`config.mk`:
```
export PLATFORM = sky130hd
export DESIGN_NAME = nv_evt_toggle_rx
export DESIGN_NICKNAME = d
export VERILOG_FILES = /design/src/rtl/nv_evt_rx_pkg.sv /design/src/rtl/nv_evt_edge_det.sv /design/src/rtl/nv_evt_toggle_rx.sv
export SDC_FILE = /design/constraint.sdc
export NUM_CORES = 1
export LEC_CHECK = 0
export CORE_AREA = 2 2 39 41
export DETAILED_ROUTE_END_ITERATION = 10
export DIE_AREA = 0 0 41 43
export GPL_ROUTABILITY_DRIVEN = 1
export PLACE_DENSITY = 0.67
export SLEW_MARGIN = 0
export SYNTH_ARGS = -nofsm -noshare
export SYNTH_HDL_FRONTEND = slang
export SYNTH_SLANG_ARGS = --single-unit
export TNS_END_PERCENT = 5
```
`constraint.sdc`:
```
create_clock -name nvdla_core_clk -period 6.9 [get_ports nvdla_core_clk]
set_clock_uncertainty 0.05 [all_clocks]
set_input_delay 1.38 -clock nvdla_core_clk [delete_from_list [all_inputs] [get_ports nvdla_core_clk]]
set_output_delay 1.38 -clock nvdla_core_clk [all_outputs]
set_load 0.05 [all_outputs]
```
`src/rtl/nv_evt_rx_pkg.sv`:
```
// Shared constants and helpers for the toggle-event receiver.
// Optional overflow reporting is controlled by NV_EVT_RX_OVF_EN in the top level.
package nv_evt_rx_pkg;

    localparam int CNT_W_DEF = 4;

    // Largest value a counter of width w can hold.
    function automatic int cnt_max(input int w);
        return (1 << w) - 1;
    endfunction

endpackage

```
`src/rtl/nv_evt_edge_det.sv`:
```
// Turns each level change of an already-synchronized toggle into a one-cycle pulse.
// Latency: combinational pulse in the cycle the new level arrives; no backpressure.
module nv_evt_edge_det (
    input  logic clk,
    input  logic rst_n,
    input  logic sync_tgl,
    output logic tgl_edge
);

    logic tgl_q;

    // Resetting to 0 means a source parked at 0 produces no spurious edge on release.
    always_ff @(posedge clk or negedge rst_n) begin
        if (!rst_n) begin
            tgl_q <= 1'b0;
        end else begin
            tgl_q <= sync_tgl;
        end
    end

    assign tgl_edge = sync_tgl ^ tgl_q;

endmodule

```
`src/rtl/nv_evt_toggle_rx.sv`:
```
// Counts toggle events, hands them out with a valid/ready handshake, and acks each pop.
// Latency: edge visible one cycle later; consumer stalls via evt_ready, full drops edges.
// Optional sticky overflow flag enabled with macro NV_EVT_RX_OVF_EN.
module nv_evt_toggle_rx
    import nv_evt_rx_pkg::*;
#(
    parameter int CNT_W = CNT_W_DEF
) (
    input  logic             nvdla_core_clk,
    input  logic             nvdla_core_rstn,
    input  logic             sync_tgl,
    input  logic             evt_clr,
    output logic             evt_valid,
    input  logic             evt_ready,
    output logic [CNT_W-1:0] evt_cnt,
    output logic             ack_tgl,
    output logic             ovf_err
);

    localparam logic [CNT_W-1:0] CNT_MAX = CNT_W'(cnt_max(CNT_W));

    logic tgl_edge;
    logic pop;
    logic full;

    nv_evt_edge_det u_edge_det (
        .clk      (nvdla_core_clk),
        .rst_n    (nvdla_core_rstn),
        .sync_tgl (sync_tgl),
        .tgl_edge (tgl_edge)
    );

    assign evt_valid = (evt_cnt != '0);
    assign pop       = evt_valid & evt_ready;
    assign full      = (evt_cnt == CNT_MAX);

    // Clear wins over any same-cycle edge or pop; a simultaneous edge and pop cancel out.
    always_ff @(posedge nvdla_core_clk or negedge nvdla_core_rstn) begin
        if (!nvdla_core_rstn) begin
            evt_cnt <= '0;
        end else if (evt_clr) begin
            evt_cnt <= '0;
        end else if (tgl_edge && !pop && !full) begin
            evt_cnt <= evt_cnt + CNT_W'(1);
        end else if (pop && !tgl_edge) begin
            evt_cnt <= evt_cnt - CNT_W'(1);
        end
    end

    // The ack path keeps tracking pops even during a clear so the source never loses sync.
    always_ff @(posedge nvdla_core_clk or negedge nvdla_core_rstn) begin
        if (!nvdla_core_rstn) begin
            ack_tgl <= 1'b0;
        end else if (pop) begin
            ack_tgl <= ~ack_tgl;
        end
    end

`ifdef NV_EVT_RX_OVF_EN
    logic drop;
    assign drop = tgl_edge & ~pop & full;

    always_ff @(posedge nvdla_core_clk or negedge nvdla_core_rstn) begin
        if (!nvdla_core_rstn) begin
            ovf_err <= 1'b0;
        end else if (evt_clr) begin
            ovf_err <= 1'b0;
        end else if (drop) begin
            ovf_err <= 1'b1;
        end
    end
`else
    assign ovf_err = 1'b0;
`endif

endmodule
```
# [Yosys cells after proc, flatten, opt, wreduce, memory -nomap -nowiden]
# Cells that the tools add are included.
[word_totals] regBits=6 out_inout_bits=7 word_cells=20
[op_classes] add_sub_neg=2 eq_ne=1 muxes=3 bitwise=3 reduce_logical=8
[ops] cell="4-bit 2-to-1 mux" count=3
[ops] cell="4-bit by 1-bit adder with 4-bit output (second input constant)" count=1
[ops] cell="4-bit == test (second input constant)" count=1
[ops] cell="4-bit nonzero test" count=1
[ops] cell="4-bit by 1-bit subtractor with 4-bit output (second input constant)" count=1
[ops] cell="1-bit logical AND" count=3
[ops] cell="1-bit zero test" count=3
[ops] cell="3-bit nonzero test" count=1
[ops] cell="1-bit AND" count=1
[ops] cell="1-bit NOT" count=1
[ops] cell="1-bit XOR" count=1

# [Logic depth before layout (Yosys ltp)]
[logic_depth] word_depth=7 depth_mapped=7 depth_no_buf=7

# [Modules after synthesis]
# From an unflattened synthesis, not the netlist that was laid out.
[hier_totals] cells_unflattened=48 area_unflattened_um2=499.2
[modules_own_cells] mod="nv_evt_toggle_rx" n_inst=1 cells_each=46 area_per_inst_um2=465.4
[modules_own_cells] mod="nv_evt_edge_det" n_inst=1 cells_each=2 area_per_inst_um2=33.8

# [Least setup slack after synthesis]
# No wires, ideal clock.
[synth_path] kind="input to register" from="input sync_tgl" to="register evt_cnt[3]" setup_ns=0.137 arrival_ns=2.746 slack_ns=3.968 cell_stages=7 n_path_buf=0 path_cell_list="xor2_1 > nand3_4 > ha_1 > a21oi_1 > a21boi_0 > mux2i_1 > o311ai_1"
[synth_between] elab_chain_len=5 elab_cells_between_ends=8
[synth_lines] item="start: declaration" line="nv_evt_toggle_rx.sv:11" rtl="input logic sync_tgl,"
[synth_lines] item="1-bit XOR *" line="nv_evt_edge_det.sv:21" rtl="assign tgl_edge = sync_tgl ^ tgl_q;"
[synth_lines] item="1-bit logical AND (2 in a row)" line="nv_evt_toggle_rx.sv:43" rtl="end else if (tgl_edge && !pop && !full) begin"
[synth_lines] item="4-bit 2-to-1 mux" line="nv_evt_toggle_rx.sv:43"
[synth_lines] item="4-bit 2-to-1 mux" line="nv_evt_toggle_rx.sv:41" rtl="end else if (evt_clr) begin"
[synth_lines] item="end signal: assignment" line="nv_evt_toggle_rx.sv:44" rtl="evt_cnt <= evt_cnt + CNT_W'(1);"
[synth_lines] item="end signal: assignment" line="nv_evt_toggle_rx.sv:46" rtl="evt_cnt <= evt_cnt - CNT_W'(1);"
[synth_lines] item="end: declaration" line="nv_evt_toggle_rx.sv:15" rtl="output logic [CNT_W-1:0] evt_cnt,"
# Every way passes the cells marked *; elsewhere a longest branch is shown, timed or not.
# A chain may end at the register's enable or synchronous reset.

# [Worst setup path after layout]
[layout_path] from="register evt_cnt[1]" to="output evt_valid"
[layout_between] elab_chain_len=1
[layout_lines] item="4-bit nonzero test" line="nv_evt_toggle_rx.sv:33" rtl="assign evt_valid = (evt_cnt != '0);"
[layout_lines] item="end: declaration" line="nv_evt_toggle_rx.sv:13" rtl="output logic evt_valid,"
# Every way passes these cells.

==> impl_summary.md <==
Power
After layout, the design draws a total of just under 300 µW. The highest ir drop seen on vdd is around 0.19 mV. The leakage power total is about 0.00023 µW. The total power per unit cell area is a little over 500 mW/mm².

Layout
Of the cells placed in the final design, the portion with a size suffix greater than 1 is 0.167. From synthesis to final layout, the design area changed by 31.1%. The count of filler cells inserted in the layout is 138. The number of antenna diodes in the final layout is 0. The footprint of the flip-flops and latches is between 150 and 200 µm². The area of combinational cells with multiple inputs is approximately 260 µm². For this run, the post-layout net count is 64.

Worst setup path
The worst setup path is of the reg -> out kind. In this run the worst path has a maximum fanout of 6. The critical path arrival is between 1.5 and 2 ns.

The start point of the critical path is evt_cnt[1]. For the worst flop-to-flop path, the logic depth is 7. The internal reg-to-reg setup slack is 4.52 ns. The capture instance of the worst register-to-register path is evt_cnt[3]. The critical path required time is 5.47 ns. STA classifies the critical path startpoint as a flip-flop. The worst register-to-register path begins at evt_cnt[1]. STA classifies the critical path endpoint as an output port.

Clock tree
Clock tree synthesis found a total of 6 sinks. TritonCTS built the clock tree. The master cell of the clock root buffer is sky130_fd_sc_hd__clkbuf_4. The H-tree depth is 1.

The TritonCTS buffer count is 3. The clock reaches the later pin of the worst-skew pair after approximately 0.24 ns. The clock-pin slew on the worst setup and hold paths is roughly 0.05 ns. No sink is reached through more buffers than the 2 on the longest clock path. The count of hold buffers inserted by post-cts repair is 0.

After clock tree synthesis, the repair step resized 0 gates. The post-CTS setup buffer count is 0.

Placement
The pre-CTS setup slack is ~3.3 ns. The placed wire-length estimate is slightly below 700 µm. Port buffering added 10 buffers.

The weighted congestion reported at the end of routability-driven placement is between 0.8 and 0.9.

Synthesis
Each instance of the synthesized netlist takes up on average between 10 and 15 µm². The portion of the post-synthesis area used by sequential elements is 0.346. The fraction of the mapped netlist area in compound gates is 0.190.

Synthesis produced a netlist whose cell count is 42. Of the total synthesized cell area, the portion taken by AND, OR, NAND and NOR gates is 0.213. The mux share of post-synthesis cell area is 0.0231.

The post-synthesis instance area is around 430 µm². Of the total synthesized cell area, the portion taken by XOR and XNOR cells is 0.0605. The combinational family with the most area after synthesis is simple AND/OR/NAND/NOR gates. The total nets after synthesis is 50. In this run, synthesis produced a sequential element count of 6. Yosys printed 0 warnings. Yosys mapped the design onto 27 distinct sky130hd cell types.

Of the total synthesized cell area, the portion taken by full adders, half adders and majority gates is 0.104.

Worst hold path
The min-delay analysis places its worst path in the category reg -> reg. The worst hold path terminates at ack_tgl. The source of the worst hold timing path is ack_tgl. Counting instances, the worst hold path has a depth of 1.

Timing
Timing would allow up to around 300 MHz. Setup slack on the critical path of the routed design comes to 3.54 ns. The total count of hold-check failures in the final report was 0. The final setup violation count is 0.

After routing, the total negative slack on setup checks comes to 0 ns. Setup repair after global routing left no endpoint under its margin. Dividing the final minimum period by the clock period gives 0.488. Subtracting the final worst setup slack from the clock period gives approximately 3.4 ns.

The count of pins over their slew limit was 0.

Floorplan
The die outline area is ~0.0018 mm². The effective utilization at floorplan is 0.314. The number of ports placed on the die boundary is 12.

The overall die height is ~43 µm. The die is 41 µm wide. The core box area is 0.00138 mm². The floorplan has 14 rows.

Drt
The count of nets left with antenna violations once routing finished came out at 0. The total via count in the routed design is between 300 and 400. The via density per instance is approximately 5.2. The average detailed-routed wire length per instance is between 10 and 15 µm. The total wire length after detailed routing is between 800 and 900 µm. The starting DRC count in detailed routing is 4. In the routed design, unresolved DRC markers number 0. Before antenna repair, the detailed router went through 4 iterations.

Global route
The first global-routing pass estimated about 1400 µm of wire. The via count of the first global-routing pass is between 300 and 400. The number of antenna violations at the first check in global routing is 0.

The total overflow left after global routing is 0. Entering global routing, the biggest net connects 8 pins. In the global route stage, overall resource usage came out at 0.120.

Outcome
The run finished with clean final reports.

Flow run
Across the run, the number of max-cap violations was 0.
cell usage after synthesis, drive strengths merged:
master | n | area share
fa | 1 | 0.046
nor3 | 2 | 0.035
or2 | 1 | 0.014
inv | 2 | 0.017
nand2b | 1 | 0.014
nand4 | 2 | 0.029
xnor2 | 2 | 0.040
buf | 1 | 0.017
a21boi | 1 | 0.017
dfrtp | 6 | 0.35
or4 | 1 | 0.017
nand2 | 1 | 0.0086
ha | 2 | 0.058
nor2 | 3 | 0.032
o311ai | 1 | 0.020
mux2i | 1 | 0.023
o21ai | 2 | 0.023
conb | 1 | 0.0086
a21oi | 4 | 0.046
o41ai | 2 | 0.084
nand3 | 3 | 0.063
xor2 | 1 | 0.020
clkinv | 1 | 0.020
sequential cells by signal (all words and copies together), names as in the netlist:
signal,count
evt_cnt,4
u_edge_det.tgl_q,1
ack_tgl,1
cell families (layout without fill, tap and decap cells):
family / count (synthesis) / count (layout)
xor+xnor: 3 / 3
compound gates: 10 / 10
buf+inv: 4 / 16
flops: 6 / 6
mux: 1 / 1
fa+ha+maj: 3 / 3
simple gates: 14 / 14
other cells: 1 / 1
cell type report:
class | count | share of cell area
Clock buffer | 3 | 0.0396
Multi-Input combinational cell | 32 | 0.457
Sequential cell | 6 | 0.264
Inverter | 3 | 0.0286
Timing Repair Buffer | 10 | 0.176
Tap cell | 16 | 0.0352
layout by cell type (no fill, tap or decap):
master / netlist / layout
sky130_fd_sc_hd__or4_1: 1 / 1
sky130_fd_sc_hd__conb_1: 1 / 1
sky130_fd_sc_hd__dfrtp_1: 6 / 6
sky130_fd_sc_hd__a21oi_1: 4 / 4
sky130_fd_sc_hd__nand2_1: 1 / 1
sky130_fd_sc_hd__o41ai_4: 1 / 1
sky130_fd_sc_hd__fa_1: 1 / 1
sky130_fd_sc_hd__inv_1: 2 / 2
sky130_fd_sc_hd__o311ai_1: 1 / 1
sky130_fd_sc_hd__nor3_2: 1 / 1
sky130_fd_sc_hd__nand2b_1: 1 / 1
sky130_fd_sc_hd__o41ai_1: 1 / 1
sky130_fd_sc_hd__nand3_1: 2 / 2
sky130_fd_sc_hd__clkinv_4: 1 / 1
sky130_fd_sc_hd__a21boi_0: 1 / 1
sky130_fd_sc_hd__clkdlybuf4s50_1: 0 / 10
sky130_fd_sc_hd__ha_1: 2 / 2
sky130_fd_sc_hd__nand4_1: 2 / 2
sky130_fd_sc_hd__or2_2: 1 / 1
sky130_fd_sc_hd__nor2_1: 2 / 2
sky130_fd_sc_hd__clkbuf_4: 0 / 3
sky130_fd_sc_hd__nor3_1: 1 / 1
sky130_fd_sc_hd__o21ai_1: 2 / 2
sky130_fd_sc_hd__nand3_4: 1 / 1
sky130_fd_sc_hd__nor2_2: 1 / 1
sky130_fd_sc_hd__xor2_1: 1 / 1
sky130_fd_sc_hd__xnor2_1: 2 / 2
sky130_fd_sc_hd__mux2i_1: 1 / 1
critical path, cell delays in order, from the launching register on:
cell and delay (ns):
sky130_fd_sc_hd__dfrtp_1 0.45, sky130_fd_sc_hd__or4_1 0.53, sky130_fd_sc_hd__clkdlybuf4s50_1 0.71
metal layers:
metal / GRT usage / wire length [µm] / vias up
met5: 0 / 0 / -
met4: 0.0600 / 10 / 0
met3: 0.0314 / 81 / 2
met2: 0.181 / 430 / 21
met1: 0.151 / 320 / 167
li1: - / - / 176
through the flow:
| step | instances | hold slack [ns] | utilization | area (µm²) |
|---|---|---|---|---|
| after floorplan | 42 | 0.685 | - | 434 |
| after global placement | 67 | 0.410 | 0.395 | 547 |
| after detailed placement | 67 | 0.446 | 0.395 | 547 |
| after CTS | 70 | 0.454 | 0.411 | 569 |
| after global routing | 70 | 0.459 | 0.411 | 569 |
| final | 70 | 0.439 | 0.411 | 569 |
worst max-delay path by stage:
stage	end	slack [ns]
6_report	evt_valid	3.54
4_1_cts	evt_valid	3.52
2_1_floorplan	evt_cnt[3]	3.97
5_1_grt	evt_cnt[3]	3.39
3_5_place_dp	evt_cnt[3]	3.30
3_3_place_gp	evt_cnt[3]	3.34
power breakdown:
part	internal (µW)	switching [µW]
clock network	19.6	12.1
registers	47.9	22.0
logic	72.8	119
Note: power is estimated with default switching activity, not from simulation.
